<file path="config.mk">
export PLATFORM = sky130hd
export DESIGN_NAME = uart_tx
export DESIGN_NICKNAME = d
export VERILOG_FILES = /design/src/rtl/uart_tx.sv
export SDC_FILE = /design/constraint.sdc
export NUM_CORES = 1
export LEC_CHECK = 0
export BUFFER_PORTS_ARGS = -buffer_cell sky130_fd_sc_hd__buf_4
export CAP_MARGIN = 20
export CORE_MARGIN = 2
export CORE_UTILIZATION = 50
export CTS_BUF_LIST = sky130_fd_sc_hd__clkbuf_4 sky130_fd_sc_hd__clkbuf_8
export DETAILED_ROUTE_END_ITERATION = 16
export GPL_ROUTABILITY_DRIVEN = 1
export PLACE_DENSITY = 0.69
export SYNTH_ARGS = -nofsm -noshare
export SYNTH_HDL_FRONTEND = slang
export SYNTH_SLANG_ARGS = --single-unit
</file>
<file path="constraint.sdc">
create_clock -name clk -period 2.3 [get_ports clk]
set_input_delay 0.23 -clock clk [delete_from_list [all_inputs] [get_ports clk]]
set_output_delay 0.23 -clock clk [all_outputs]
set_load 0.03 [all_outputs]
</file>
<file path="src/rtl/uart_tx.sv">
// uart_tx: 8-bit UART transmitter, LSB first, optional parity, 1 or 2 stop bits
module uart_tx #(
    parameter int CLK_FREQ   = 27000000,
    parameter int BAUD_RATE  = 9600,
    parameter int PARITY_EN  = 0,
    parameter int PARITY_ODD = 0,
    parameter int STOP_BITS  = 1
) (
    input  logic       clk,
    input  logic       reset,
    input  logic [7:0] tx_data,
    input  logic       tx_valid,
    output logic       tx_ready,
    output logic       tx,
    output logic       tx_busy
);
    localparam int CLKS_PER_BIT = CLK_FREQ / BAUD_RATE;
    localparam int CW = $clog2(CLKS_PER_BIT);

    if (CLKS_PER_BIT < 2 || (STOP_BITS != 1 && STOP_BITS != 2)) begin : g_bad_cfg
        $error("uart_tx: CLKS_PER_BIT must be >= 2 and STOP_BITS must be 1 or 2");
    end

    typedef enum logic [2:0] {IDLE, START, DATA, PARITY, STOP} state_t;

    state_t        state_q, state_d;
    logic [CW-1:0] cnt_q, cnt_d;
    logic [2:0]    idx_q, idx_d;
    logic [7:0]    shift_q, shift_d;
    logic          par_q, par_d;
    logic          stop2_q, stop2_d;
    logic          tx_q, tx_d;
    logic          cnt_last;

    assign cnt_last = cnt_q == CW'(CLKS_PER_BIT - 1);
    assign tx_ready = state_q == IDLE;
    assign tx_busy  = !tx_ready;
    assign tx       = tx_q;

    // Next state; tx_d is decoded from the next state so tx changes on the same edge as the state
    always_comb begin
        state_d = state_q;
        cnt_d   = cnt_last ? '0 : cnt_q + 1'b1;
        idx_d   = idx_q;
        shift_d = shift_q;
        par_d   = par_q;
        stop2_d = stop2_q;
        case (state_q)
            IDLE: begin
                cnt_d = '0;
                if (tx_valid) begin
                    shift_d = tx_data;
                    par_d   = ^tx_data ^ (PARITY_ODD != 0);
                    state_d = START;
                end
            end
            START: begin
                stop2_d = 1'b0;
                if (cnt_last) begin
                    idx_d   = 3'd0;
                    state_d = DATA;
                end
            end
            DATA: begin
                if (cnt_last) begin
                    shift_d = shift_q >> 1;
                    idx_d   = idx_q + 1'b1;
                    if (idx_q == 3'd7) state_d = (PARITY_EN != 0) ? PARITY : STOP;
                end
            end
            PARITY: state_d = cnt_last ? STOP : PARITY;
            STOP: begin
                if (cnt_last) begin
                    if (STOP_BITS == 2 && !stop2_q) stop2_d = 1'b1;
                    else state_d = IDLE;
                end
            end
            default: state_d = IDLE;
        endcase
        tx_d = state_d == START  ? 1'b0 :
               state_d == DATA   ? shift_d[0] :
               state_d == PARITY ? par_d : 1'b1;
    end

    // State registers; reset aborts any frame and forces the line idle immediately
    always_ff @(posedge clk or posedge reset) begin
        if (reset) begin
            state_q <= IDLE;
            cnt_q   <= '0;
            idx_q   <= '0;
            shift_q <= '0;
            par_q   <= 1'b0;
            stop2_q <= 1'b0;
            tx_q    <= 1'b1;
        end else begin
            state_q <= state_d;
            cnt_q   <= cnt_d;
            idx_q   <= idx_d;
            shift_q <= shift_d;
            par_q   <= par_d;
            stop2_q <= stop2_d;
            tx_q    <= tx_d;
        end
    end
endmodule
</file>
==> reports/qor.yml, run 1 <==
grt_max_degree: 29
p_leak_nw: 0.790
numCtsBuffers: 3
drtAntennaViolNets: 0
cp.arrival_ns: 2.04
rsz0062_at_grt: "no"
insertion_delay_ns: 0.33
cts.sink_count: 28
ys_seq_elements: 28
synthFlopType: "dfrtp_1"
seqPwrFrac_pct: 62.9
fmax_mhz: 548
crit_chain: "ha_1 -> nand4b_4 -> or3_4 -> nand2_1 -> nor2_1"
crit_family: "simple AND/OR/NAND/NOR gates"
finalMaxSlewViolations: 0
wl_met1_um: 1270
min_from: "tx_data[7]"
end_kind: "flop"
die_area_um2: 3450
grt_util_all_layers_pct: 18.3
fin_skew_ns: 0.00336
antenna_found_initial: 0
violations: "DRC"
die_h_um: 58.8
antennaDiodeCount: 0
critPathBufInv: 0
initial_utilization_pct: 53.5
clkPwrFrac_pct: 30.7
status: "complete, but fails checks"
syn-instance-count: 151
reg2reg_from: "cnt_q[0]"
tns_ns: 0
pre_cts_ws_ns: 0.478
gp_congestion: 0.805
required_ns: 2.52
critPathLaunchType: "flop"
r2r_slack_ns: 0.48
power_density_nw_per_um2: 471
yosysUniqueCellTypes: 41
wl_met3_um: 67
portBuffers: 13
route.met2.wl_um: 1320
p_comb_share_pct: 6.5
root_buffer: "clkbuf_4"
clk_path_buf_depth: 2
cts.clk_slew.worst_paths_ns: 0.15
intPower_w: 0.000616
ys_warn_count: 0
area_delta_synth_final_pct: 10.8
wl_per_cell_um: 13.5
htree_levels: 1
fp.dieW_um: 58.8
min_period_ns: 1.82
drive_above_1_share_pct: 20.4
io_pins: 14
nets: 182
fp-row-count: 19
drtIter0Drc: 40
ys_seq_area_share_pct: 46.8
via_count: 1109
highest_layer: "met4"
cts_resized: 0
synth-edff-count: 0
netlist_area_um2: 1500
async_reset_ff_share_pct: 100
swShare_pct: 21.3
grt_overflow: 0
totalWireLength_um: 2670
place_area_um2: 1620
layout_setup_ws_ns: 0.476
core-area_um2: 2810
path_class: "reg -> reg"
worst-path-max-fanout: 11
ir_drop_uv: 346
crit_slowest_cell: "or3_4"
power.switching_w: 0.000167
avgViaCountPerCell: 5.60
worstMarginPinSlew_ns: 0.462
fin_area_um2: 1660
grt_pass1_wl_um: 4860
hp-class: "in -> reg"
drc_errors: 1
startpoint: "cnt_q[0]"
relSlewSlack_pct: 68.9
syn_nets: 165
fin_crit_sh_pct: 79.3
first_pass_iters: 10
drv_cap: 0
first_global_vias: 1127
place_hpwl_um: 2010
syn_area_per_cell_um2: 9.94
critPathMaxStageDelay_ns: 0.43
finalHoldViolCount: 0
fillers: 258
cts_tree: "done"
setup_viol: 0
fin_util_pct: 59.3
timing repair:
action / in CTS / in global routing
buffers inserted: 0 / 0
hold endpoints to repair: 27 / 0
hold buffers: 1 / 0
endpoints found under the setup margin: 0 / 0
power groups by stage:
| stage | Sequential (W) | Clock, W | Combinational, W |
|---|---|---|---|
| 6_report | 0.000493 | 0.000240 | 0.0000507 |
| 5_1_grt | 0.000493 | 0.000270 | 0.0000561 |
| 4_1_cts | 0.000493 | 0.000249 | 0.0000520 |
| 3_5_place_dp | 0.000502 | 0 | 0.0000505 |
| 3_3_place_gp | 0.000502 | 0 | 0.0000497 |
| 2_1_floorplan | 0.000502 | 0 | 0.0000278 |
state kept, by name (all words and copies together) (netlist names):
signal / cells
cnt_q: 12
par_q: 1
tx: 1
shift_q: 8
idx_q: 3
state_q: 3
cell families (layout without fill, tap and decap cells):
logic type,count (synthesis),after routing,share of synthesized area (%)
and+or+nand+nor,74,74,27.4
DFF,28,28,46.8
AOI/OAI and AO/OA,20,20,9.42
xor gates and xnor gates,17,17,9.92
buffers and inverters,8,24,3.34
adders and majority gates,3,3,2.50
muxes,1,1,0.667
per-layer routing:
layer | track usage, % | up-vias
met3 | 4.62 | 2
met4 | 3.90 | 0
met5 | 0 | -
met1 | 24.2 | 548
met2 | 30.3 | 8
li1 | - | 551
layout make-up:
type,count,area [um^2],area share (%)
Clock buffer,4,36.3,2.18
Inverter,4,15.0,0.903
Multi-Input combinational cell,115,748,45.0
Sequential cell,28,702,42.2
Tap cell,31,38.8,2.33
Timing Repair Buffer,16,123,7.37
path summary, 6_finish.rpt:
path | end | cells after the start
max | cnt_q[5] | 5
min | shift_q[7] | 3
max reg2reg | cnt_q[5] | 5
min reg2reg | cnt_q[0] | 1
max in group asynchronous | tx | 4
min in group asynchronous | shift_q[4] | 4
Yosys cell counts (all sizes together) (2+ instances only):
master	instances	area, um^2
dfrtp	27	676
nand2	26	97.6
nor2	17	66.3
xnor2	13	114
o21ai	8	43.8
a22oi	7	57.6
nand3	7	40.0
and3	5	31.3
buf	4	35.0
inv	4	15.0
xor2	4	35.0
ha	3	37.5
nor4	3	25.0
a21oi	2	10.0
nand2b	2	12.5
nor2b	2	12.5
nor3	2	15.0
or3	2	22.5
cell usage in the layout (no fill, tap or decap), types with 2 or more instances in the layout:
cell / count
inv_1: 3
nor4_1: 2
nand2_1: 26
and3_1: 5
nor2b_1: 2
ha_1: 3
nor2_1: 16
a22oi_1: 6
o21ai_1: 6
or3_4: 2
a21oi_1: 2
nand2b_1: 2
nand3_1: 6
xor2_1: 4
dfrtp_1: 27
clkbuf_4: 3
xnor2_1: 13
buf_4: 15
metrics by stage:
step	total power [W]	std cells	hold slack [ns]
finish	0.000783	198	0.121
detailed placement	0.000552	193	0.323
floorplan	0.000529	151	0.295
global route	0.000818	198	0.128
CTS	0.000794	198	0.114
global placement	0.000551	193	0.318
worst register-to-register path, cell delays in order (launching register included):
cell and delay, ns:
dfrtp_1 0.42, ha_1 0.30, nand4b_4 0.16, or3_4 0.43, nand2_1 0.31, nor2_1 0.10
(Power assumes the default switching activity.)
==> run 2: changes to the inputs <==
clock period = 1.8 ns   (was 2.3 ns; I/O delays follow)
==> run 2 against run 1 <==
Net effect: the flow still finishes with violations (DRC); first-iteration DRC count rose by 10%; global-route usage is 0.30 points higher; clock-buffer cell count is 1 lower; maximum frequency increased by 4.5%; critical endpoint is now tx.
==> reports/qor.yml, run 2 (synthesized netlist as in run 1, its figures left out) <==
first_global_vias: 1143
whs_ns: 0.0698
via_count: 1126
fp.dieW_um: 58.8
cts_tree: "done"
fillers: 237
relSlewSlack_pct: 67.8
grt_pass1_wl_um: 4910
layout.cells.non_filler: 203
antenna_found_initial: 0
rsz0062_at_grt: "yes"
ir_drop_uv: 443
antennaDiodeCount: 0
wl_met3_um: 74
power_density_nw_per_um2: 636
swShare_pct: 19.6
drc_errors: 1
drv_cap: 0
route.met2.wl_um: 1480
end_kind: "flop"
r2r_cells: 6
min_period_ns: 1.75
finalMaxSlewViolations: 0
required_ns: 2.07
regMostFlops: "cnt_q"
place_inst: 196
nets: 187
reg_top3: "cnt_q: 12 flops, shift_q: 8 flops"
cts.clk_slew.worst_paths_ns: 0.15
drtAntennaViolNets: 0
portBuffers: 13
die_area_um2: 3450
place_hpwl_um: 2090
root_buffer: "clkbuf_4"
drive_above_1_share_pct: 24.4
worst-path-max-fanout: 5
hp-class: "in -> reg"
gp_congestion: 0.767
cp.arrival_ns: 2.02
io_pins: 14
numCtsBuffers: 3
grt_overflow: 0
htree_levels: 1
critPathLaunchType: "flop"
layout_setup_ws_ns: 0.0549
grt_util_all_layers_pct: 18.6
p_comb_share_pct: 5.9
worstMarginPinSlew_ns: 0.478
fmax_mhz: 573
intPower_w: 0.000889
violations: "DRC"
clk_path_buf_depth: 2
final_common_cell: "dfrtp_1"
die_h_um: 58.8
avgViaCountPerCell: 5.55
cts.sink_count: 28
fin_crit_sh_pct: 96.9
setup_viol: 0
core-area_um2: 2810
finalHoldViolCount: 0
min_path_cells: 3
power.switching_w: 0.000217
drtIter0Drc: 44
initial_utilization_pct: 53.5
status: "complete, but fails checks"
highest_layer: "met4"
clkPwrFrac_pct: 37.2
path_class: "reg -> reg"
insertion_delay_ns: 0.33
wl_met1_um: 1310
pre_cts_ws_ns: -0.00474
first_pass_iters: 10
final_cell_mix: "dfrtp_1, nand2_1, buf_4, nor2_1, xnor2_1"
totalWireLength_um: 2870
wl_per_cell_um: 14.2
fp-row-count: 19
grt_max_degree: 29
area_delta_synth_final_pct: 15.9
seqPwrFrac_pct: 56.9
p_leak_nw: 0.822
largest_register_ffs: 12
fin_skew_ns: 0.00683
==> run 2: final timing paths <==
check                      slack, ns       start          to
max                             0.05    cnt_q[1]          tx
min                             0.07  tx_data[7]  shift_q[7]
max reg2reg                     0.05    cnt_q[1]          tx
min reg2reg                     0.51  shift_q[2]  shift_q[2]
max in group asynchronous       1.05       reset          tx
min in group asynchronous       0.45       reset  shift_q[4]
==> run 2: worst max-delay path, cell delays in order, from the launching register on <==
cell and delay [ns]:
dfrtp_1 0.45, ha_4 0.19, nand4b_4 0.14, nor4_1 0.48
o22ai_2 0.16, o211a_1 0.16, o21ai_2 0.11
==> run 2: power groups by stage <==
stage	sequential, W	clock, W	combinational, W
after floorplan	0.000641	0	0.0000356
after global placement	0.000641	0	0.0000635
after detailed placement	0.000641	0	0.0000651
after CTS	0.000629	0.000423	0.0000669
after global routing	0.000630	0.000445	0.0000716
final	0.000629	0.000411	0.0000654
==> run 2: area by class of cell <==
type	instances	area [um^2]	area share, %
clock buffers	3	22.5	1.29
clock inverters	1	30.0	1.73
inverters	4	15.0	0.863
multi-input cells	115	769	44.2
flip-flops and latches	28	703	40.4
well taps	31	38.8	2.23
repair buffers	21	160	9.21
==> run 2: metrics by stage <==
step / total power [W] / instance area, um^2 / TNS [ns] / utilization [%]
2_1_floorplan: 0.000677 / 1500 / 0 / -
3_3_place_gp: 0.000704 / 1640 / 0 / 58.4
3_5_place_dp: 0.000706 / 1640 / -0.00900 / 58.4
4_1_cts: 0.00112 / 1710 / 0 / 61.1
5_1_grt: 0.00115 / 1740 / -0.0698 / 62.0
6_report: 0.00111 / 1740 / 0 / 62.0
==> run 2: layer usage <==
metal / track usage [%] / up-vias
li1: - / 553
met1: 24.0 / 555
met2: 32.1 / 16
met3: 1.98 / 2
met4: 6.82 / 0
met5: 0 / -
==> run 2: timing repair <==
| action | CTS | global route |
|---|---|---|
| hold buffers | 1 | 0 |
| hold endpoints to repair | 27 | 0 |
| resized for setup | 3 | 2 |
| setup buffers | 0 | 2 |
| endpoints found under the setup margin | 15 | 4 |
==> run 3: changes to the inputs <==
ABC_AREA = 1   (was unset)
==> run 3 against run 2 <==
Net effect: cell count up 39%; synthesized cell count up 46%; critical path depth up 6; first-iteration DRC count up 100%; flip-flop and latch count unchanged; global-route usage up 0.39 points; via count up 23%; worst hold slack better by 0.087 ns; sequential share of layout area down 1.9 points; largest cell class unchanged; the run now ends clean; maximum frequency up 7.1%; die area up 7.4%; core utilization down 2.8 points.
==> reports/qor.yml, run 3 <==
path_class: "reg -> reg"
worst-path-max-fanout: 8
synthTopCellsByArea: "dfrtp_1, nand2_1, inv_1"
area_delta_synth_final_pct: 12.5
fin_skew_ns: 0.00127
crit_slowest_cell: "dfrtp_1"
critPathLaunchType: "flop"
place_hpwl_um: 2330
drtAntennaViolNets: 0
drtIter0Drc: 90
hp-class: "in -> reg"
fillers: 297
avgViaCountPerCell: 4.88
syn_nets: 234
cts.clk_slew.worst_paths_ns: 0.14
groute.layer.met3.usage_pct: 2.77
fin_util_pct: 59.2
layout_setup_ws_ns: 0.171
totalWireLength_um: 2980
ys_seq_elements: 28
root_buffer: "clkbuf_4"
syn-instance-count: 220
post_cts_buffers: 0
finalHoldViolCount: 0
die_h_um: 60.9
grt_pass1_wl_um: 5380
numCtsBuffers: 3
synth_top_area_cell: "dfrtp_1"
fmax_mhz: 614
antenna_found_initial: 0
cts.sink_count: 28
fin_crit_sh_pct: 90.5
ys_seq_area_share_pct: 43.4
power_w: 0.00101
power_density_nw_per_um2: 555
first_global_vias: 1264
clk_path_buf_depth: 2
grt_overflow: 0
grt_util_all_layers_pct: 19.0
synth-edff-count: 0
yosysUniqueCellTypes: 30
first_pass_iters: 4
pre_cts_ws_ns: 0.123
core-area_um2: 3080
ys_warn_count: 0
async_reset_ff_share_pct: 100
synth_commonest_cells: "nand2_1, inv_1, dfrtp_1"
synth_top_area_share_pct: 41.7
cts_tree: "done"
wl_per_cell_um: 10.5
drv_cap: 0
rsz0062_at_grt: "no"
critPathMaxStageDelay_ns: 0.40
htree_levels: 1
fp.dieW_um: 60.9
drc_errors: 0
cp_common_cell: "nand2_1"
largest_register_ffs: 12
setup_viol: 0
finalMaxSlewViolations: 0
status: "finished, final reports clean"
insertion_delay_ns: 0.31
netlist_area_um2: 1620
initial_utilization_pct: 52.6
worstMarginPinSlew_ns: 0.456
drive_above_1_share_pct: 14.2
end_kind: "flop"
regMostFlops: "cnt_q"
antennaDiodeCount: 0
min_period_ns: 1.63
grt-busiest-layer: "met1"
io_pins: 14
grt_use_met1_pct: 29.4
reg_top3: "cnt_q: 12 flops, shift_q: 8 flops"
die_area_um2: 3710
fp-row-count: 20
relSlewSlack_pct: 69.5
nets: 254
via_count: 1381
final_cell_mix: "nand2_1, inv_1, dfrtp_1, nor2_1, buf_4"
grt_max_degree: 29
gp_congestion: 0.842
portBuffers: 13
final_common_cell: "nand2_1"
cp.arrival_ns: 1.90
synth_most_common_cell: "nand2_1"
synthFlopType: "dfrtp_1"
syn_area_per_cell_um2: 7.36
p_leak_nw: 0.992
crit_chain: "ha_1 -> nand2_1 -> nor2_1 -> nand2_2 -> nor2_4 -> buf_4 -> nand3_2 -> nand2_1 -> inv_1 -> nand3_2 -> nand2_1 -> nand2_1"
ir_drop_uv: 252
tns_ns: 0
required_ns: 2.07
gr-usage-met2_pct: 28.1
## run 3: changes by cell type after synthesis, sizes merged, moves of 7 or more
cell and delta:
inv +32, a22oi -7, nand2 +50, xnor2 -12, nand3 +9, nor2 +7
## run 3: critical path: cells and delay by family, from the launching register on
family | cells | cell delay (ns)
fa+ha+maj | 1 | 0.22
buf+inv | 2 | 0.25
flops | 1 | 0.40
simple gates | 9 | 0.73
## run 3: cells by family after synthesis
kind of cell	share of synthesized area, %
buf+inv	9.89
xor+xnor	1.08
simple gates	35.2
compound gates	8.19
fa+ha+maj	2.32
flops	43.4
## run 3: worst paths after layout
kind | start | to | slack (ns) | depth (start not counted)
max | cnt_q[0] | tx | 0.17 | 12
min | tx_data[7] | shift_q[7] | 0.16 | 3
max reg2reg | cnt_q[0] | tx | 0.17 | 12
min reg2reg | cnt_q[0] | cnt_q[0] | 0.48 | 1
max in group asynchronous | reset | tx | 1.04 | 4
min in group asynchronous | reset | cnt_q[10] | 0.46 | 4
## run 3: power by group
group / internal [W] / leakage (nW) / switching [W]
Sequential: 0.000632 / 0.329 / 0.000000654
Clock: 0.000123 / 0.0210 / 0.000174
Combinational: 0.0000335 / 0.643 / 0.0000465
Total: 0.000789 / 0.992 / 0.000222
## run 3: area by class of cell
type / instances / area, um^2 / area share [%]
Inverter: 36 / 135 / 7.42
Tap cell: 44 / 55.1 / 3.02
Sequential cell: 28 / 702 / 38.5
Multi-Input combinational cell: 154 / 763 / 41.9
Clock buffer: 4 / 36.3 / 1.99
Timing Repair Buffer: 17 / 130 / 7.14
## run 3: timing repair
item	4_1_cts	5_1_grt
setup endpoints to repair	0	2
hold endpoints to repair	27	0
hold buffers	1	0
gates resized for setup	0	2
## run 3: stage by stage
step	area (um^2)	hold WS (ns)	cells
5_1_grt	1820	0.146	283
6_report	1820	0.156	283
3_3_place_gp	1770	0.272	278
2_1_floorplan	1620	0.245	220
4_1_cts	1820	0.151	283
3_5_place_dp	1770	0.270	278
## run 3: metal layers
metal  part of all wire, %  vias to the layer above  wire, um
met4                  0.64                        0        19
met5                     0                        -         0
met2                    44                       17      1320
met3                   3.1                        2        92
met1                    52                      625      1550
li1                      -                      737         -
